==> src/rtl/fp_pkg.sv <==
// Shared constants, special-case codes, FSM encoding and flag indices for the
// FMS normalize/round stage.
package fp_pkg;

  localparam int unsigned MANT_W = 48;
  localparam int unsigned EXP_W  = 10;
  localparam int unsigned XEXP_W = EXP_W + 1;
  localparam int unsigned FL_W   = 5;

  localparam int BIAS    = 127;
  localparam int EXP_MAX = 255;
  localparam logic [31:0] QNAN = 32'h7FC0_0000;

  localparam logic signed [XEXP_W-1:0] EXP_MAX_X = XEXP_W'(EXP_MAX);
  localparam logic signed [XEXP_W-1:0] ONE_X     = XEXP_W'(1);

  typedef enum logic [1:0] {
    SP_NORM = 2'b00,
    SP_ZERO = 2'b01,
    SP_INF  = 2'b10,
    SP_NAN  = 2'b11
  } special_e;

  typedef enum logic [1:0] {
    ST_IDLE  = 2'd0,
    ST_NORM  = 2'd1,
    ST_ROUND = 2'd2,
    ST_DONE  = 2'd3
  } state_e;

  // Bit positions within {infinity, zero, overflow, underflow, inexact}
  localparam int unsigned FL_INF  = 4;
  localparam int unsigned FL_ZERO = 3;
  localparam int unsigned FL_OVF  = 2;
  localparam int unsigned FL_UNF  = 1;
  localparam int unsigned FL_NX   = 0;

endpackage

==> src/rtl/fp_round_rne.sv <==
// Round-to-nearest-even and IEEE-754 single packing of a normalized
// (or subnormal, exp==1) magnitude.
module fp_round_rne
  import fp_pkg::*;
(
  input  logic [46:0]              mant,
  input  logic                     sticky,
  input  logic signed [XEXP_W-1:0] exp,
  input  logic                     sign,
  output logic [31:0]              word,
  output logic [FL_W-1:0]          flags
);

  logic                     l_bit, g_bit, s_bit, inc, hidden, nx, tiny;
  logic [24:0]              sum;
  logic signed [XEXP_W-1:0] exp_r;
  logic [22:0]              frac;
  logic [7:0]               efield;

  always_comb begin
    word   = '0;
    flags  = '0;
    l_bit  = mant[23];
    g_bit  = mant[22];
    s_bit  = (|mant[21:0]) | sticky;
    inc    = g_bit & (s_bit | l_bit);
    sum    = {1'b0, mant[46:23]} + 25'(inc);
    // A carry out of the significand bumps the exponent and clears the fraction
    exp_r  = exp + XEXP_W'(sum[24]);
    frac   = sum[24] ? 23'b0 : sum[22:0];
    hidden = sum[24] | sum[23];
    nx     = g_bit | s_bit;
    tiny   = ~mant[46];
    efield = 8'h00;
    if (exp_r >= EXP_MAX_X) begin
      word          = {sign, 8'hFF, 23'b0};
      flags[FL_OVF] = 1'b1;
      flags[FL_NX]  = 1'b1;
      flags[FL_INF] = 1'b1;
    end else begin
      efield         = hidden ? exp_r[7:0] : 8'h00;
      word           = {sign, efield, frac};
      flags[FL_NX]   = nx;
      flags[FL_UNF]  = tiny & nx;
      flags[FL_ZERO] = ~|{efield, frac};
    end
  end

endmodule

==> src/rtl/fms_norm_round.sv <==
// Normalize (one bit per cycle), round RNE and pack the raw A*B-C difference
// into an IEEE-754 single with status flags. One transaction in flight.
module fms_norm_round
  import fp_pkg::*;
(
  input  logic              CLK,
  input  logic              RST,
  input  logic              IN_VALID,
  output logic              IN_READY,
  input  logic              IN_SIGN,
  input  logic [EXP_W-1:0]  IN_EXP,
  input  logic [MANT_W-1:0] IN_MANT,
  input  logic              IN_STICKY,
  input  logic [1:0]        IN_SPECIAL,
  output logic              OUT_VALID,
  input  logic              OUT_READY,
  output logic [31:0]       OUT_FMSUB,
  output logic [FL_W-1:0]   OUT_FLAGS
);

  state_e                   state;
  logic                     sign_q;
  logic signed [XEXP_W-1:0] exp_q;
  logic [MANT_W-1:0]        mant_q;
  logic                     sticky_q;
  logic [31:0]              rnd_word;
  logic [FL_W-1:0]          rnd_flags;

  fp_round_rne u_round (
    .mant   (mant_q[46:0]),
    .sticky (sticky_q),
    .exp    (exp_q),
    .sign   (sign_q),
    .word   (rnd_word),
    .flags  (rnd_flags)
  );

  always_ff @(posedge CLK) begin
    if (RST) begin
      state     <= ST_IDLE;
      IN_READY  <= 1'b1;
      OUT_VALID <= 1'b0;
      OUT_FMSUB <= '0;
      OUT_FLAGS <= '0;
      sign_q    <= 1'b0;
      exp_q     <= '0;
      mant_q    <= '0;
      sticky_q  <= 1'b0;
    end else begin
      case (state)
        ST_IDLE: begin
          if (IN_VALID) begin
            sign_q   <= IN_SIGN;
            exp_q    <= {IN_EXP[EXP_W-1], IN_EXP};
            mant_q   <= IN_MANT;
            sticky_q <= IN_STICKY;
            IN_READY <= 1'b0;
            case (special_e'(IN_SPECIAL))
              SP_ZERO: begin
                OUT_FMSUB <= {IN_SIGN, 31'b0};
                OUT_FLAGS <= FL_W'(1) << FL_ZERO;
                OUT_VALID <= 1'b1;
                state     <= ST_DONE;
              end
              SP_INF: begin
                OUT_FMSUB <= {IN_SIGN, 8'hFF, 23'b0};
                OUT_FLAGS <= FL_W'(1) << FL_INF;
                OUT_VALID <= 1'b1;
                state     <= ST_DONE;
              end
              SP_NAN: begin
                OUT_FMSUB <= QNAN;
                OUT_FLAGS <= '0;
                OUT_VALID <= 1'b1;
                state     <= ST_DONE;
              end
              default: begin
                if ((IN_MANT == '0) && !IN_STICKY) begin
                  OUT_FMSUB <= '0;
                  OUT_FLAGS <= FL_W'(1) << FL_ZERO;
                  OUT_VALID <= 1'b1;
                  state     <= ST_DONE;
                end else begin
                  state <= ST_NORM;
                end
              end
            endcase
          end
        end
        ST_NORM: begin
          // Carry bit or exponent below 1: shift right, collecting lost bits in sticky
          if (mant_q[47] || (exp_q < ONE_X)) begin
            mant_q   <= mant_q >> 1;
            sticky_q <= sticky_q | mant_q[0];
            exp_q    <= exp_q + ONE_X;
          end else if (!mant_q[46] && (exp_q > ONE_X)) begin
            mant_q <= mant_q << 1;
            exp_q  <= exp_q - ONE_X;
          end else begin
            state <= ST_ROUND;
          end
        end
        ST_ROUND: begin
          OUT_FMSUB <= rnd_word;
          OUT_FLAGS <= rnd_flags;
          OUT_VALID <= 1'b1;
          state     <= ST_DONE;
        end
        ST_DONE: begin
          if (OUT_READY) begin
            OUT_VALID <= 1'b0;
            IN_READY  <= 1'b1;
            state     <= ST_IDLE;
          end
        end
        default: state <= ST_IDLE;
      endcase
    end
  end

endmodule

==> config.mk <==
export PLATFORM = sky130hd
export DESIGN_NAME = fms_norm_round
export DESIGN_NICKNAME = d
export VERILOG_FILES = /design/src/rtl/fp_pkg.sv /design/src/rtl/fp_round_rne.sv /design/src/rtl/fms_norm_round.sv
export SDC_FILE = /design/constraint.sdc
export NUM_CORES = 1
export LEC_CHECK = 0
export ABC_CLOCK_PERIOD_IN_PS = 6000
export CAP_MARGIN = 20
export CORE_ASPECT_RATIO = 0.8
export CORE_UTILIZATION = 30
export CTS_CLUSTER_DIAMETER = 200
export CTS_CLUSTER_SIZE = 14
export DETAILED_ROUTE_END_ITERATION = 8
export PLACE_DENSITY = 0.47
export SLEW_MARGIN = 30
export SYNTH_ARGS = -nofsm -noshare
export SYNTH_HDL_FRONTEND = slang
export SYNTH_SLANG_ARGS = --single-unit
export TNS_END_PERCENT = 50
==> constraint.sdc <==
create_clock -name CLK -period 6 [get_ports CLK]
set_clock_uncertainty 0.15 [all_clocks]
set_input_delay 0.6 -clock CLK [delete_from_list [all_inputs] [get_ports CLK]]
set_output_delay 0.6 -clock CLK [all_outputs]
set_load 0.01 [all_outputs]
======== After elaboration in Yosys (flattened, before gate mapping) ========
Index checks and enable logic that the tools add are counted.
storage, ports and cells
  logic and storage cells ................. 101
  input port bits ......................... 66
  output and inout port bits .............. 39
  bits in registers ....................... 102
cells by class
  order comparisons ....................... 3
  reduce and logical (&&, ||, !) cells .... 22
  mux-type cells .......................... 41
  add/sub/neg operators ................... 4
  bitwise gates (word level) .............. 8
  equal/unequal tests ..................... 14
operators by type and width
  operator               count
  $mux 48                3
  $pmux 32 s3            1
  $pmux 48 s2            1
  $mux 32                2
  $pmux 32 s2            1
  $logic_not 48->1       1
  $mux 11                3
  $mux 31                1
  $reduce_or 31->1       1
  $add 24x1->25          1
  $mux 23                1
  $pmux 11 s2            1
  $reduce_or 22->1       1
  $pmux 5 s3             1
  $mux 1                 12
  $mux 2                 6
  $reduce_and 3->1       4
  $add 11x1->11          1
  $add 11x2->11 const B  1
  $ge 11x9->1 const B    1
  $gt 11x2->1 const B    1
  $lt 11x2->1 const B    1
  $sub 11x2->11 const B  1
  $mux 5                 2
  22 further kinds       43

======== Longest topological paths before layout ========
Gate-level depths: netlist (run 1).
  depth in word-level cells ............... 11
  gate-level depth with buffers ........... 18
  mapped depth without buffers ............ 15

======== Cells and area by module ========
A second synthesis (run 1) with hierarchy kept.
second synthesis, totals
  cells, all modules ...................... 851
  area total of the unflattened synthesis .. 6,587.6 µm²
by module, submodules not included
  module          area an instance (µm²)  cells an instance  instances  sequential area each (µm²)
  fms_norm_round  5,243.8                 642                1          2,042.0
  fp_round_rne    1,343.8                 209                1          0.0

======== Worst setup path after synthesis (run 1) ========
No wires, ideal clock.
  path kind ............................... reg2reg
  start point ............................. register mant_q[22]
  end point ............................... register OUT_FMSUB[22]
  required time ........................... 5.759 ns
  setup slack ............................. 1.847 ns
  data arrival time ....................... 3.912 ns
  path buffers ............................ 3
  clock period less this slack ............ 4.153 ns
  cell stages (with the launch flop) ...... 19
  library setup time ...................... 0.091 ns
  path through ............................ dfxtp_1 buf_2 and2_2 ha_1 nand4_1 or3_1 clkbuf_1 nor4_2 and3_1 ha_1 ha_1 and4_1 and2_1 a311o_1 o211ai_2 or2_2 buf_4 o21a_1 a311oi_1
on the way
  longest elaborated chain between the ends .. 6
  elaborated cells on any way between the ends .. 7
  classes of those cells .................. 2 x add/sub; 1 x order compare; 3 x mux; 1 x bitwise
ends and longest elaborated chain
  item                    RTL line               text
  start, declared         fms_norm_round.sv:24   logic [MANT_W-1:0] mant_q;
  start signal, assigned  fms_norm_round.sv:93   mant_q <= mant_q >> 1;
  start signal, assigned  fms_norm_round.sv:97   mant_q <= mant_q << 1;
  $and 1x1->1 (*)         fp_round_rne.sv:26     inc = g_bit & (s_bit | l_bit);
  $add 24x1->25 (*)       fp_round_rne.sv:27     sum = {1'b0, mant[46:23]} + 25'(inc);
  $add 11x1->11           fp_round_rne.sv:29     exp_r = exp + XEXP_W'(sum[24]);
  $ge 11x9->1             fp_round_rne.sv:35     if (exp_r >= EXP_MAX_X) begin
  $mux 31 (*)             fp_round_rne.sv:35
  $pmux 32 s2 (*)         fms_norm_round.sv:50   case (state)
  end signal, assigned    fms_norm_round.sv:60   OUT_FMSUB <= {IN_SIGN, 31'b0};
  end signal, assigned    fms_norm_round.sv:66   OUT_FMSUB <= {IN_SIGN, 8'hFF, 23'b0};
  end signal, assigned    fms_norm_round.sv:104  OUT_FMSUB <= rnd_word;
  end, declared           fms_norm_round.sv:17   output logic [31:0] OUT_FMSUB,
Mark *: on every way between the ends. The rest lies on a longest branch, timed or not.
A chain may end at the register's enable or synchronous reset.

======== Final worst setup path (run 1) ========
Ends and elaborated chain as after synthesis.

==> out/metrics.yaml, run 1 <==
run_status: "finished, final reports clean"
final_core_util_pct: 37.6
cp.required_ns: 6.12
grt_use_total_pct: 18.5
cp_max_fo: 10
cts_buffer_depth: 2
grt-ovfl-total: 0
worstPathArrival_ns: 4.80
power.net_switching_uw: 2170
finalSetupViolations: 0
worstMarginPinSlew_ns: 0.882
synth_edf_count: 0
synth-seq-area-share_pct: 32.1
synth.largest_area_cell: "dfxtp_1"
dieArea_um2: 21800
coreArea_um2: 20800
synthArstFlopShare_pct: 0
via_per_inst: 5.24
max_freq_mhz: 214
drc: 0
reg2reg_depth: 15
rsz0062_at_grt: "no"
dpl_cell_area_um2: 7490
fin_total_pwr_uw: 4450
max-vdd-ir-drop_v: 0.000480
detail_route.wl_per_cell_um: 17.3
cts_setup_buffers: 0
avgSynthCellArea_um2: 7.65
tns_ns: 0
grt_max_degree: 103
cts_htree_levels: 3
stdcell_area_um2: 7800
grt_pass1_wl_um: 31700
cp_slowest_stage_delay_ns: 0.51
start_util_pct: 30.7
cts_hold_buf: 0
yosysUniqueCellTypes: 61
area_growth_pct: 22.6
max_slew_margin_pct: 40.8
cpLargestDelayFamily: "simple AND/OR/NAND/NOR gates"
reg2reg_to: "OUT_FMSUB[22]$_SDFFE_PP0P_"
first_global_vias: 5417
synth-seq-cells: 102
path_clk_slew_ns: 0.07
io_pins: 105
hpwl_um: 14100
power.internal_uw: 2290
first_pass_iters: 4
finalHoldViolations: 0
antenna_cells: 0
period_share_pct: 78.0
clock_latency_ns: 0.36
cp_cell_sequence: "and2_2, ha_1, nand4_1, or3_1, nor4_2, and3_1, ha_1, ha_1, and4_1, and2_1, a311o_1, o211ai_2, or2_2, o21a_1, a311oi_1"
path_buf_inv: 0
postRouteAntennaNets: 0
p_seq_share_pct: 29.6
cts_tree: "built"
hold_depth: 2
placedCellCount: 1141
synthFlopType: "dfxtp_1"
dr.first_iter.drc_count: 518
cts.sinks: 102
stdcell_count: 1157
hold_class: "flop to flop"
numCtsBuffers: 9
hp-start: "OUT_FMSUB[30]$_SDFFE_PP0P_"
r2r_start: "mant_q[22]$_SDFFE_PP0P_"
p_sw_share_pct: 48.7
drive_above_1_share_pct: 5.29
gp_congestion: 0.845
synth_area_leaders: "dfxtp_1 32%, nand2_1 8.1%, mux2i_1 7.5%, a21oi_1 7.1%, o211ai_1 5.8%"
chipWidth_um: 165
synthCells: 832
rows: 47
routed-via-count: 6058
nets: 959
cpMostUsedCell: "ha_1"
reg2reg_slack_ns: 1.32
power.density_nw_per_um2: 571
ys.warnings.count: 0
slew_viol_final: 0
ctsResizeCount: 0
synth_nets: 908
p_leak_uw: 0.00276
p_comb_share_pct: 56.2
antenna_found_initial: 0
fp.dieH_um: 132
end_kind: "flop"
cp-start-kind: "flop"
synth_area_um2: 6360
finalCriticalPeriod_ns: 4.68
cap_violations: 0
hold_path_end: "OUT_FMSUB[30]$_SDFFE_PP0P_"
criticalPathCategory: "flop to flop"
clockPowerShare_pct: 14.2
io_buffers: 104
critPathSlowestCell: "dfxtp_1"
totalWireLength_um: 20000
root_buffer: "clkbuf_16"
synth_top_area_share_pct: 32.1
[per-stage QoR]
stage                     hold WS, ns  setup slack, ns
after global routing            0.317            0.999
after detailed placement        0.296             1.35
after global placement          0.293             1.47
after floorplan                 0.287             1.85
final                           0.305             1.32
after CTS                       0.307             1.33
[registers in the layout, summed over array words and instances (netlist names)]
register and cells:
state 2, sticky_q 1, OUT_VALID 1, OUT_FMSUB 32, OUT_FLAGS 5, sign_q 1
exp_q 11, IN_READY 1, mant_q 48
[synthesized netlist by cell type (17+ instances only)]
cell      instances
nand2_1         138
dfxtp_1         102
a21oi_1          90
nor2_1           64
o211ai_1         49
mux2i_1          48
clkbuf_1         44
o21ai_0          25
nand3_1          22
nor3_1           20
nor4_1           20
a22oi_1          19
buf_2            18
xor2_1           18
xnor2_1          17
[cell usage in the layout (no fill, tap or decap), types with 4 or more instances in the layout]
master and instances:
inv_1 13, a21oi_1 89, a21o_1 4, or4_1 5
nor2b_1 5, and3_1 11, or3_1 8, a211oi_1 4
a22oi_1 19, nor3_1 20, ha_1 9, clkdlybuf4s50_1 103
nand4_1 6, a31oi_1 6, xnor2_1 17, o211ai_1 49
dfxtp_1 102, nor2_1 64, nand3_1 22, clkbuf_16 9
mux2i_1 48, nor4_1 20, buf_4 8, xor2_1 18
o21ai_0 25, or2_2 7, nand2_1 138
[cells by family (layout without fill, tap and decap cells)]
kind of cell / Yosys count / count (layout) / synth area share [%]
flops: 102 / 102 / 32.1
fa+ha+maj: 10 / 10 / 1.97
xor+xnor: 35 / 35 / 4.82
mux: 48 / 48 / 7.55
buf+inv: 85 / 141 / 6.31
compound gates: 227 / 227 / 23.1
simple gates: 325 / 325 / 24.1
[power groups by stage]
stage	Sequential (uW)	Combinational [uW]	Clock [uW]
after CTS	1310	2510	652
after global placement	1330	2500	0
final	1320	2500	632
after floorplan	1100	2050	0
after detailed placement	1320	2500	0
after global routing	1360	2760	677
[worst reg2reg max path, cell delays in order, from the launching register on]
cell	delay [ns]
dfxtp_1	0.51
and2_2	0.21
ha_1	0.28
nand4_1	0.17
or3_1	0.51
nor4_2	0.35
and3_1	0.27
ha_1	0.19
ha_1	0.23
and4_1	0.32
and2_1	0.18
a311o_1	0.19
o211ai_2	0.17
or2_2	0.42
o21a_1	0.20
a311oi_1	0.24
[final cells by class]
type	count	area (um2)
Clock buffer	10	239
Clock inverter	6	70.1
Fill cell	2172	13000
Inverter	13	48.8
Multi-Input combinational cell	645	3960
Sequential cell	102	2040
Tap cell	269	337
Timing Repair Buffer	112	1100
[how the worst max path moves through the flow]
stage	from	end	slack [ns]	cells past startpoint
finish	mant_q[22]$_SDFFE_PP0P_	OUT_FMSUB[22]$_SDFFE_PP0P_	1.32	15
global route	mant_q[22]$_SDFFE_PP0P_	OUT_FMSUB[22]$_SDFFE_PP0P_	1.0	15
CTS	mant_q[22]$_SDFFE_PP0P_	OUT_FMSUB[22]$_SDFFE_PP0P_	1.33	15
detailed placement	mant_q[22]$_SDFFE_PP0P_	OUT_FMSUB[22]$_SDFFE_PP0P_	1.35	15
global placement	mant_q[22]$_SDFFE_PP0P_	OUT_FMSUB[22]$_SDFFE_PP0P_	1.47	15
floorplan	mant_q[22]$_SDFFE_PP0P_	OUT_FMSUB[22]$_SDFFE_PP0P_	1.85	18
[metal layers]
metal / GRT usage [%] / vias to the layer above / part of all wire (%) / wire length [um]
met3: 3.37 / 11 / 4.7 / 945
met2: 24.6 / 167 / 39 / 7850
met5: 0 / - / 0 / 0
met1: 30.0 / 2783 / 55 / 11100
met4: 3.77 / 0 / 0.81 / 163
li1: - / 3097 / - / -
Note: power is estimated with default switching activity, not from simulation.
==> inputs of run 2 (changes only) <==
- ABC_CLOCK_PERIOD_IN_PS: 6000 -> 4200
- PLACE_DENSITY: 0.47 -> 0.49
- clock period: 6 -> 4.2 ns (I/O delays scaled with it)
==> run 2 against run 1 <==
  * Die area unchanged
  * Fmax increased by 19%
  * Via count increased by 2.0%
  * Utilization increased by 1.0 points
  * Cell area increased by 2.8%
  * Clock power increased by 31%
  * Sequential power increased by 30%
  * Largest power group unchanged
  * Highest routed layer unchanged
==> out/metrics.yaml, run 2 (synthesis gave the netlist of run 1 again) <==
grt-ovfl-total: 0
end_kind: "flop"
antenna_found_initial: 0
top_regs: "mant_q (48), OUT_FMSUB (32), exp_q (11)"
area_growth_pct: 26.0
grt_use_met3_pct: 3.30
max-vdd-ir-drop_v: 0.000649
run_status: "finished, final reports clean"
antenna_cells: 0
nFillCells: 2190
worstMarginPinSlew_ns: 0.954
totalWireLength_um: 20100
cap_violations: 0
fp.dieH_um: 132
routed-via-count: 6182
coreArea_um2: 20800
gp_congestion: 0.832
cp.required_ns: 4.28
nets: 986
criticalPathCategory: "flop to flop"
cp-start-kind: "flop"
final_core_util_pct: 38.6
met1_usage_pct: 30.2
dieArea_um2: 21800
first_global_vias: 5638
clock_latency_ns: 0.36
dr.first_iter.drc_count: 429
grt_pass1_wl_um: 32000
postRouteAntennaNets: 0
chipWidth_um: 165
final_common_cell: "nand2_1"
rsz0062_at_grt: "no"
largest_register_ffs: 48
power.density_nw_per_um2: 806
regMostFlops: "mant_q"
dp_slack_ns: 0.0662
finalSetupViolations: 0
io_pins: 105
worstPathArrival_ns: 4.00
via_per_inst: 5.22
max_freq_mhz: 255
tns_ns: 0
cp_max_fo: 12
io_buffers: 104
layout_setup_ws_ns: 0.273
slew_viol_final: 0
top_usage_layer: "met1"
drive_above_1_share_pct: 8.52
drc: 0
max_slew_margin_pct: 36.4
layout_common_cells: "138 x nand2_1, 103 x clkdlybuf4s50_1, 101 x dfxtp_1"
cts_htree_levels: 3
start_util_pct: 30.7
use_met2_pct: 24.8
rows: 47
p_leak_uw: 0.00290
period_share_pct: 93.5
root_buffer: "clkbuf_16"
cts_tree: "built"
detail_route.wl_per_cell_um: 17.0
path_clk_slew_ns: 0.08
numCtsBuffers: 9
cts_buffer_depth: 2
cts.sinks: 102
finalCriticalPeriod_ns: 3.93
finalHoldViolations: 0
hpwl_um: 14300
first_pass_iters: 4
grt_max_degree: 99
grt_use_total_pct: 18.7
hold_class: "flop to flop"
==> run 2: cell count changes in the layout (fill, tap and decap cells not counted), sizes merged <==
cell and change:
buf +27, bufinv -1, clkbuf -1, clkinv -1, clkinvlp +1, inv +2
==> run 2: metrics by stage <==
| step | cells | total power [uW] | instance area (um2) | hold WS (ns) |
|---|---|---|---|---|
| 6_report | 1184 | 6470 | 8020 | 0.303 |
| 4_1_cts | 1183 | 6460 | 7980 | 0.308 |
| 3_3_place_gp | 1167 | 5610 | 7700 | 0.294 |
| 2_1_floorplan | 832 | 4500 | 6360 | 0.287 |
| 3_5_place_dp | 1167 | 5610 | 7700 | 0.299 |
| 5_1_grt | 1184 | 6990 | 8020 | 0.328 |
==> run 2: final cells by class <==
| class | count | area, um2 | area share (%) |
|---|---|---|---|
| well taps | 269 | 337 | 4.20 |
| clock inverters | 7 | 56.3 | 0.702 |
| flip-flops and latches | 102 | 2040 | 25.5 |
| multi-input cells | 645 | 4000 | 49.8 |
| clock buffers | 9 | 225 | 2.81 |
| repair buffers | 139 | 1310 | 16.4 |
| inverters | 13 | 48.8 | 0.608 |
==> run 2: worst max-delay path, stage by stage, from the launching register on <==
cell	delay, ns
dfxtp_1	0.33
and2_2	0.14
ha_1	0.15
nand4_1	0.18
or3_4	0.43
nor4_4	0.30
and3_4	0.24
ha_1	0.16
ha_1	0.16
buf_4	0.13
xnor2_1	0.07
or4_1	0.59
o211ai_4	0.27
nor3_1	0.08
buf_4	0.18
a22oi_1	0.18
nor2_1	0.05
==> run 2: path summary, 6_finish.rpt <==
check,start,to,slack (ns),cells past startpoint
setup / recovery,mant_q[23]$_SDFFE_PP0P_,OUT_FMSUB[13]$_SDFFE_PP0P_,0.27,16
hold / removal,OUT_FMSUB[3]$_SDFFE_PP0P_,OUT_FMSUB[3]$_SDFFE_PP0P_,0.30,2
setup reg to reg,mant_q[23]$_SDFFE_PP0P_,OUT_FMSUB[13]$_SDFFE_PP0P_,0.27,16
hold reg to reg,OUT_FMSUB[3]$_SDFFE_PP0P_,OUT_FMSUB[3]$_SDFFE_PP0P_,0.30,2
==> run 2: per-layer routing <==
layer / vias up / wire [um] / share of wire [%]
li1: 3158 / - / -
met1: 2852 / 10800 / 54
met2: 155 / 8130 / 40
met3: 17 / 906 / 4.5
met4: 0 / 231 / 1.2
met5: - / 0 / 0
==> run 2: where the power goes <==
| part | internal (uW) | total [uW] | switching (uW) |
|---|---|---|---|
| combinational | 1630 | 3930 | 2300 |
| clock | 410 | 828 | 418 |
| sequential | 1310 | 1710 | 399 |
==> run 2: repair_timing <==
action,in CTS,in global routing
setup buffers,0,1
hold buffers,0,0
endpoints found under the setup margin,0,30
resized for setup,0,7
